**config.mk**
```make
export PLATFORM = sky130hd
export DESIGN_NAME = uart_rx
export DESIGN_NICKNAME = d
export VERILOG_FILES = /design/src/rtl/uart_pkg.sv /design/src/rtl/uart_rx_sampler.sv /design/src/rtl/uart_rx.sv
export SDC_FILE = /design/constraint.sdc
export NUM_CORES = 1
export LEC_CHECK = 0
export ABC_AREA = 1
export BUFFER_PORTS_ARGS = -buffer_cell sky130_fd_sc_hd__buf_2
export CAP_MARGIN = 0
export CORE_MARGIN = 2
export CORE_UTILIZATION = 30
export CTS_CLUSTER_DIAMETER = 200
export DETAILED_ROUTE_END_ITERATION = 8
export SYNTH_ARGS = -nofsm -noshare
export SYNTH_HDL_FRONTEND = slang
export SYNTH_HIERARCHICAL = 1
export SYNTH_SLANG_ARGS = --single-unit
```
**constraint.sdc**
```tcl
create_clock -name CLK -period 3.3 [get_ports CLK]
set_input_delay 0.165 -clock CLK [delete_from_list [all_inputs] [get_ports CLK]]
set_output_delay 0.165 -clock CLK [all_outputs]
set_load 0.005 [all_outputs]
```
**src/rtl/uart_pkg.sv**
```systemverilog
// uart_pkg: shared UART types, width limits and parity helper.
// Used by uart_rx (and its sampler) and by the paired transmitter.
package uart_pkg;

  typedef enum logic [2:0] {
    IDLE,
    START,
    DATA,
    PARITY,
    STOP
  } rx_state_e;

  localparam int DATA_WIDTH_MIN = 5;
  localparam int DATA_WIDTH_MAX = 8;

  // Parity bit for a zero-extended word: even (odd=0) or odd (odd=1).
  function automatic logic parity_bit(
    input logic [DATA_WIDTH_MAX-1:0] data,
    input logic                      odd
  );
    return (^data) ^ odd;
  endfunction

endpackage

```
**src/rtl/uart_rx_sampler.sv**
```systemverilog
// uart_rx_sampler: RX synchronizer, per-bit edge counter and bit sampler.
// Ports: clk, rst (sync, active-high), rx_in (async line), run (count
//   enable for the next cycle), rx_s (synchronized line), sample (bit
//   value, valid from sample_done to bit_done), sample_done (last sample
//   point), bit_done (last cycle of the bit).
// Build option UART_RX_MAJORITY_EN: 3-sample majority vote around mid-bit;
//   otherwise a single mid-bit sample with identical strobe timing.
module uart_rx_sampler #(
  parameter int PRESCALE = 8
) (
  input  logic clk,
  input  logic rst,
  input  logic rx_in,
  input  logic run,
  output logic rx_s,
  output logic sample,
  output logic sample_done,
  output logic bit_done
);

  localparam int EC_W = $clog2(PRESCALE);
  localparam logic [EC_W-1:0] EC_LAST = EC_W'(PRESCALE - 1);
  localparam logic [EC_W-1:0] EC_MID  = EC_W'(PRESCALE / 2);
  localparam logic [EC_W-1:0] EC_POST = EC_W'(PRESCALE / 2 + 1);

  logic [1:0]      sync;
  logic [EC_W-1:0] ec;

  assign rx_s = sync[1];

  always_ff @(posedge clk) begin
    if (rst) begin
      sync <= 2'b11;
    end else begin
      sync <= {sync[0], rx_in};
    end
  end

  // Counter follows the FSM: it only advances while a frame is (or is
  // about to be) in progress, so the start-detect cycle is ec = 0.
  always_ff @(posedge clk) begin
    if (rst || !run) begin
      ec <= '0;
    end else if (ec == EC_LAST) begin
      ec <= '0;
    end else begin
      ec <= ec + 1'b1;
    end
  end

  assign sample_done = (ec == EC_POST);
  assign bit_done    = (ec == EC_LAST);

`ifdef UART_RX_MAJORITY_EN
  localparam logic [EC_W-1:0] EC_PRE = EC_W'(PRESCALE / 2 - 1);

  logic s_pre;
  logic s_mid;
  logic vote;
  logic vote_q;

  assign vote = (s_pre & s_mid) | (s_pre & rx_s) | (s_mid & rx_s);

  always_ff @(posedge clk) begin
    if (rst) begin
      s_pre  <= 1'b1;
      s_mid  <= 1'b1;
      vote_q <= 1'b1;
    end else begin
      if (ec == EC_PRE) s_pre <= rx_s;
      if (ec == EC_MID) s_mid <= rx_s;
      if (sample_done)  vote_q <= vote;
    end
  end

  // Third vote is live at sample_done; hold it for the rest of the bit.
  assign sample = sample_done ? vote : vote_q;
`else
  logic s_mid;

  always_ff @(posedge clk) begin
    if (rst) begin
      s_mid <= 1'b1;
    end else if (ec == EC_MID) begin
      s_mid <= rx_s;
    end
  end

  assign sample = s_mid;
`endif

endmodule

```
**src/rtl/uart_rx.sv**
```systemverilog
// uart_rx: UART receiver, LSB first, optional even/odd parity, 1 stop bit.
// Ports: CLK, RST (sync, active-high), RX_IN, PAR_EN, PAR_TYP -> P_DATA,
//   DATA_VALID / PAR_ERR / STP_ERR (1-cycle pulses), Busy. Option macro:
//   UART_RX_MAJORITY_EN selects 3-sample majority voting in the sampler.
module uart_rx
  import uart_pkg::*;
#(
  parameter int DATA_WIDTH = 8,
  parameter int PRESCALE   = 8
) (
  input  logic                  CLK,
  input  logic                  RST,
  input  logic                  RX_IN,
  input  logic                  PAR_EN,
  input  logic                  PAR_TYP,
  output logic [DATA_WIDTH-1:0] P_DATA,
  output logic                  DATA_VALID,
  output logic                  PAR_ERR,
  output logic                  STP_ERR,
  output logic                  Busy
);

  localparam int BC_W = $clog2(DATA_WIDTH);
  localparam logic [BC_W-1:0] BC_LAST = BC_W'(DATA_WIDTH - 1);

  rx_state_e state;
  rx_state_e next_state;

  logic rx_s;
  logic sample;
  logic sample_done;
  logic bit_done;
  logic run;

  logic [BC_W-1:0]       bc;
  logic [DATA_WIDTH-1:0] shreg;
  logic                  par_en_q;
  logic                  par_typ_q;
  logic                  par_bad;

  uart_rx_sampler #(
    .PRESCALE(PRESCALE)
  ) u_sampler (
    .clk        (CLK),
    .rst        (RST),
    .rx_in      (RX_IN),
    .run        (run),
    .rx_s       (rx_s),
    .sample     (sample),
    .sample_done(sample_done),
    .bit_done   (bit_done)
  );

  always_ff @(posedge CLK) begin
    if (RST) begin
      state <= IDLE;
    end else begin
      state <= next_state;
    end
  end

  always_comb begin
    next_state = state;
    unique case (state)
      IDLE: begin
        if (!rx_s) next_state = START;
      end
      START: begin
        if (bit_done) next_state = sample ? IDLE : DATA;
      end
      DATA: begin
        if (bit_done && bc == BC_LAST) begin
          next_state = par_en_q ? PARITY : STOP;
        end
      end
      PARITY: begin
        if (bit_done) next_state = STOP;
      end
      STOP: begin
        // Leave mid-stop-bit so a back-to-back start edge is not missed.
        if (sample_done) next_state = IDLE;
      end
      default: next_state = IDLE;
    endcase
  end

  // Edge counter clears whenever the FSM is (about to be) idle.
  assign run  = (next_state != IDLE);
  assign Busy = (state != IDLE);

  always_ff @(posedge CLK) begin
    if (RST) begin
      bc         <= '0;
      shreg      <= '0;
      par_en_q   <= 1'b0;
      par_typ_q  <= 1'b0;
      par_bad    <= 1'b0;
      P_DATA     <= '0;
      DATA_VALID <= 1'b0;
      PAR_ERR    <= 1'b0;
      STP_ERR    <= 1'b0;
    end else begin
      DATA_VALID <= 1'b0;
      PAR_ERR    <= 1'b0;
      STP_ERR    <= 1'b0;
      unique case (state)
        IDLE: begin
          if (!rx_s) begin
            par_en_q  <= PAR_EN;
            par_typ_q <= PAR_TYP;
            par_bad   <= 1'b0;
            bc        <= '0;
          end
        end
        DATA: begin
          if (sample_done) shreg[bc] <= sample;
          if (bit_done && bc != BC_LAST) bc <= bc + 1'b1;
        end
        PARITY: begin
          if (sample_done &&
              sample != parity_bit(DATA_WIDTH_MAX'(shreg),
                                   par_typ_q)) begin
            par_bad <= 1'b1;
          end
        end
        STOP: begin
          if (sample_done) begin
            if (!sample) begin
              STP_ERR <= 1'b1;
            end else if (par_bad) begin
              PAR_ERR <= 1'b1;
            end else begin
              DATA_VALID <= 1'b1;
              P_DATA     <= shreg;
            end
          end
        end
        default: ;
      endcase
    end
  end

endmodule

```
==> results.py <==
metrics = {
    "outcome": {
        "status": "finished, final reports clean",
    },
    "logic_synthesis": {
        "synth_top_flop_cell": "dfxtp_1",
        "ys_async_sr_fraction_pct": 0,
        "synth_area_um2": 1610,
        "synthDistinctLibCells": 30,
        "synth_area_leader_cell": "dfxtp_1",
        "syn_avg_cell_area_um2": 7.37,
        "seq_area_frac_synth_pct": 42.2,
        "synth_area_leaders": "dfxtp_1 (42%), nand2_1 (9.5%), inv_1 (6.7%), a21oi_1 (5.9%), ha_1 (4.7%)",
        "synth_edf_count": 0,
        "ys_seq_elements": 34,
        "yosysWarningCount": 6,
        "synth_top_area_share_pct": 42.2,
        "synth_nets": 230,
        "postSynthCellCount": 219,
    },
    "min_path": {
        "hold_path_class": "in -> reg",
        "min_from": "RX_IN",
        "hold-path-endpoint": "u_sampler/sync[0]$_SDFF_PP1_",
        "min_path_cells": 2,
    },
    "die": {
        "io-pin-count": 17,
        "die_area_um2": 5980,
        "core_area_um2": 5140,
        "initial_core_util_pct": 31.4,
        "die_y_um": 77.4,
        "rows": 26,
        "die_w_um": 77.4,
    },
    "sta": {
        "fin_hold_ws_ns": 0.0533,
        "max_slew_margin_pct": 62.7,
        "worstMarginPinSlew_ns": 0.558,
        "setup_viol_count_final": 0,
        "fin_crit_ns": 1.70,
        "fin_crit_sh_pct": 51.5,
        "fin_worst_skew_ns": 0.00431,
        "rsz0062_at_grt": "no",
        "maxSlewViolCount": 0,
        "setup_tns_ns": 0,
        "hold_viol": 0,
        "fmax_ghz": 0.589,
        "fin_ws_ns": 1.60,
    },
    "critical_path": {
        "critPathRequiredTime_ns": 3.48,
        "path_max_fanout": 16,
        "timing.rr.start": "u_sampler/ec[0]$_SDFF_PP0_",
        "start_kind": "flop",
        "worstPathCellList": "ha_1 > nand2_1 > inv_1 > nand4_4 > nor3_4 > inv_1 > nor2_1 > nor2_1",
        "timing.rr.end": "P_DATA[4]$_SDFFE_PP0P_",
        "critPathKind": "reg -> reg",
        "cp_slowest_cell": "nor3_4",
        "arrival_ns": 1.88,
        "reg2reg_depth": 8,
        "regToRegSetupSlack_ns": 1.60,
        "max_stage_delay_ns": 0.46,
        "cp-end-kind": "flop",
    },
    "power": {
        "powerDensity_nw_per_um2": 437,
        "leakagePower_nw": 0.827,
        "ir_drop_uv": 137,
    },
    "run": {
        "cap_violations": 0,
    },
    "global_routing": {
        "grt_first_pass_wirelength_um": 5930,
        "grt_antenna_before_repair": 0,
        "grt_start_max_net_pins": 18,
        "grt_pass1_vias": 1402,
        "overflow": 0,
        "grt_use_total_pct": 12.4,
    },
    "finish": {
        "final_cells": 309,
        "regArea_um2": 681,
        "nets": 249,
        "fillCellCount": 567,
        "antenna_cells": 0,
        "drive_gt1_share_pct": 16.7,
        "multiInputGateArea_um2": 778,
        "area_growth_pct": 15.7,
    },
    "routing": {
        "wirelength_um": 3280,
        "drc": 0,
        "drtPass1Iterations": 5,
        "ant_nets": 0,
        "vias_per_cell": 4.60,
        "wire_per_inst_um": 10.6,
        "drt-initial-drc-count": 119,
        "vias": 1421,
    },
    "clocking": {
        "cts_num_sinks": 34,
        "clock_latency_ns": 0.28,
        "post_cts_buffers": 0,
        "postCtsHoldBufs": 0,
        "cts_resized": 0,
        "cts.path.max_buffers": 2,
        "path_clk_slew_ns": 0.07,
        "cts-root-buf": "clkbuf_8",
        "cts_tree": "yes",
        "numCtsBuffers": 5,
        "htreeDepth": 2,
    },
    "placement": {
        "hpwl_um": 2430,
        "place_congestion": 0.782,
        "port_buffers": 16,
        "placedCellCount": 301,
        "post-place-ws_ns": 1.62,
    },
}
## state kept, by name, indices dropped and copies added, names as in the netlist
register / flops
STP_ERR: 1
u_sampler/sample: 1
DATA_VALID: 1
P_DATA: 8
state: 3
shreg: 8
par_bad: 1
bc: 3
par_typ_q: 1
u_sampler/sync: 2
u_sampler/ec: 3
par_en_q: 1
PAR_ERR: 1
## synth_stat cells, types with 2 or more instances
cell type  count
nand2_1       41
dfxtp_1       34
inv_1         29
a21oi_1       19
nor2_1        15
nand3_1       14
o21ai_0       13
nor3_1         8
ha_1           6
inv_2          6
o21ai_1        6
nand4_1        4
nand2_2        3
clkbuf_1       2
nor2_2         2
o21a_1         2
or2_1          2
## report_power, final
part / internal [mW] / switching, mW
Clock: 0.211 / 0.151
Sequential: 0.416 / 0.00511
Combinational: 0.0116 / 0.0227
Total: 0.638 / 0.178
## cells in the final DEF (no fill, tap or decap)
cell type,count
a211oi_1,1
a21oi_1,19
a31oi_1,1
buf_2,16
clkbuf_8,8
dfxtp_1,34
ha_1,6
inv_1,29
inv_2,6
nand2_1,41
nand2_2,3
nand3_1,14
nand3_2,1
nand4_1,4
nand4_4,1
nor2_1,15
nor2_2,2
nor2_4,1
nor3_1,8
nor3_4,1
nor3b_1,1
nor4_1,1
o211ai_1,1
o21a_1,2
o21ai_0,13
o21ai_1,6
or2_1,2
or2_2,1
xor2_1,1
## kinds of logic (layout without fill, tap and decap cells)
kind of cell / Yosys count / in the layout / synth area share, %
buf+inv: 39 / 59 / 9.61
flops: 34 / 34 / 42.2
simple gates: 96 / 96 / 29.0
compound gates: 43 / 43 / 14.0
fa+ha+maj: 6 / 6 / 4.65
xor+xnor: 1 / 1 / 0.543
## area by class of cell
| type | instances | share of cell area, % |
|---|---|---|
| Multi-Input combinational cell | 146 | 41.7 |
| Sequential cell | 34 | 36.4 |
| Inverter | 35 | 7.03 |
| Clock buffer | 8 | 5.89 |
| Tap cell | 70 | 4.69 |
| Timing Repair Buffer | 16 | 4.29 |
## metrics by stage
stage	total power [mW]	util (%)	area [um2]
final	0.817	36.3	1870
after global routing	0.848	36.3	1870
after CTS	0.826	36.3	1870
after detailed placement	0.465	34.2	1760
after global placement	0.465	34.2	1760
after floorplan	0.454	-	1610
## critical path, delay by kind of cell, from the launching register on
family	cells	cell delay [ns]
buffers and inverters	2	0.23
adder cells (fa/ha/maj)	1	0.17
flip-flops	1	0.38
AND/OR/NAND/NOR	5	0.82
## worst max-delay path by stage
stage	start	to	slack [ns]	depth (start not counted)
after floorplan	u_sampler/ec[0]$_SDFF_PP0_	u_sampler/ec[0]$_SDFF_PP0_	1.84	8
after global placement	u_sampler/ec[0]$_SDFF_PP0_	P_DATA[4]$_SDFFE_PP0P_	1.67	8
after detailed placement	u_sampler/ec[0]$_SDFF_PP0_	P_DATA[4]$_SDFFE_PP0P_	1.62	8
after CTS	u_sampler/ec[0]$_SDFF_PP0_	P_DATA[4]$_SDFFE_PP0P_	1.61	8
after global routing	u_sampler/sample$_SDFFE_PP1N_	P_DATA[1]$_SDFFE_PP0P_	1.40	4
final	u_sampler/ec[0]$_SDFF_PP0_	P_DATA[4]$_SDFFE_PP0P_	1.60	8
## metal layers
| layer | share of wire (%) | vias to the layer above | track usage [%] |
|---|---|---|---|
| li1 | - | 747 | - |
| met3 | 4.2 | 6 | 3.60 |
| met5 | 0 | - | 0 |
| met4 | 2.1 | 0 | 5.89 |
| met2 | 45 | 27 | 20.3 |
| met1 | 49 | 641 | 15.0 |
Note: power is estimated with default switching activity, not from simulation.
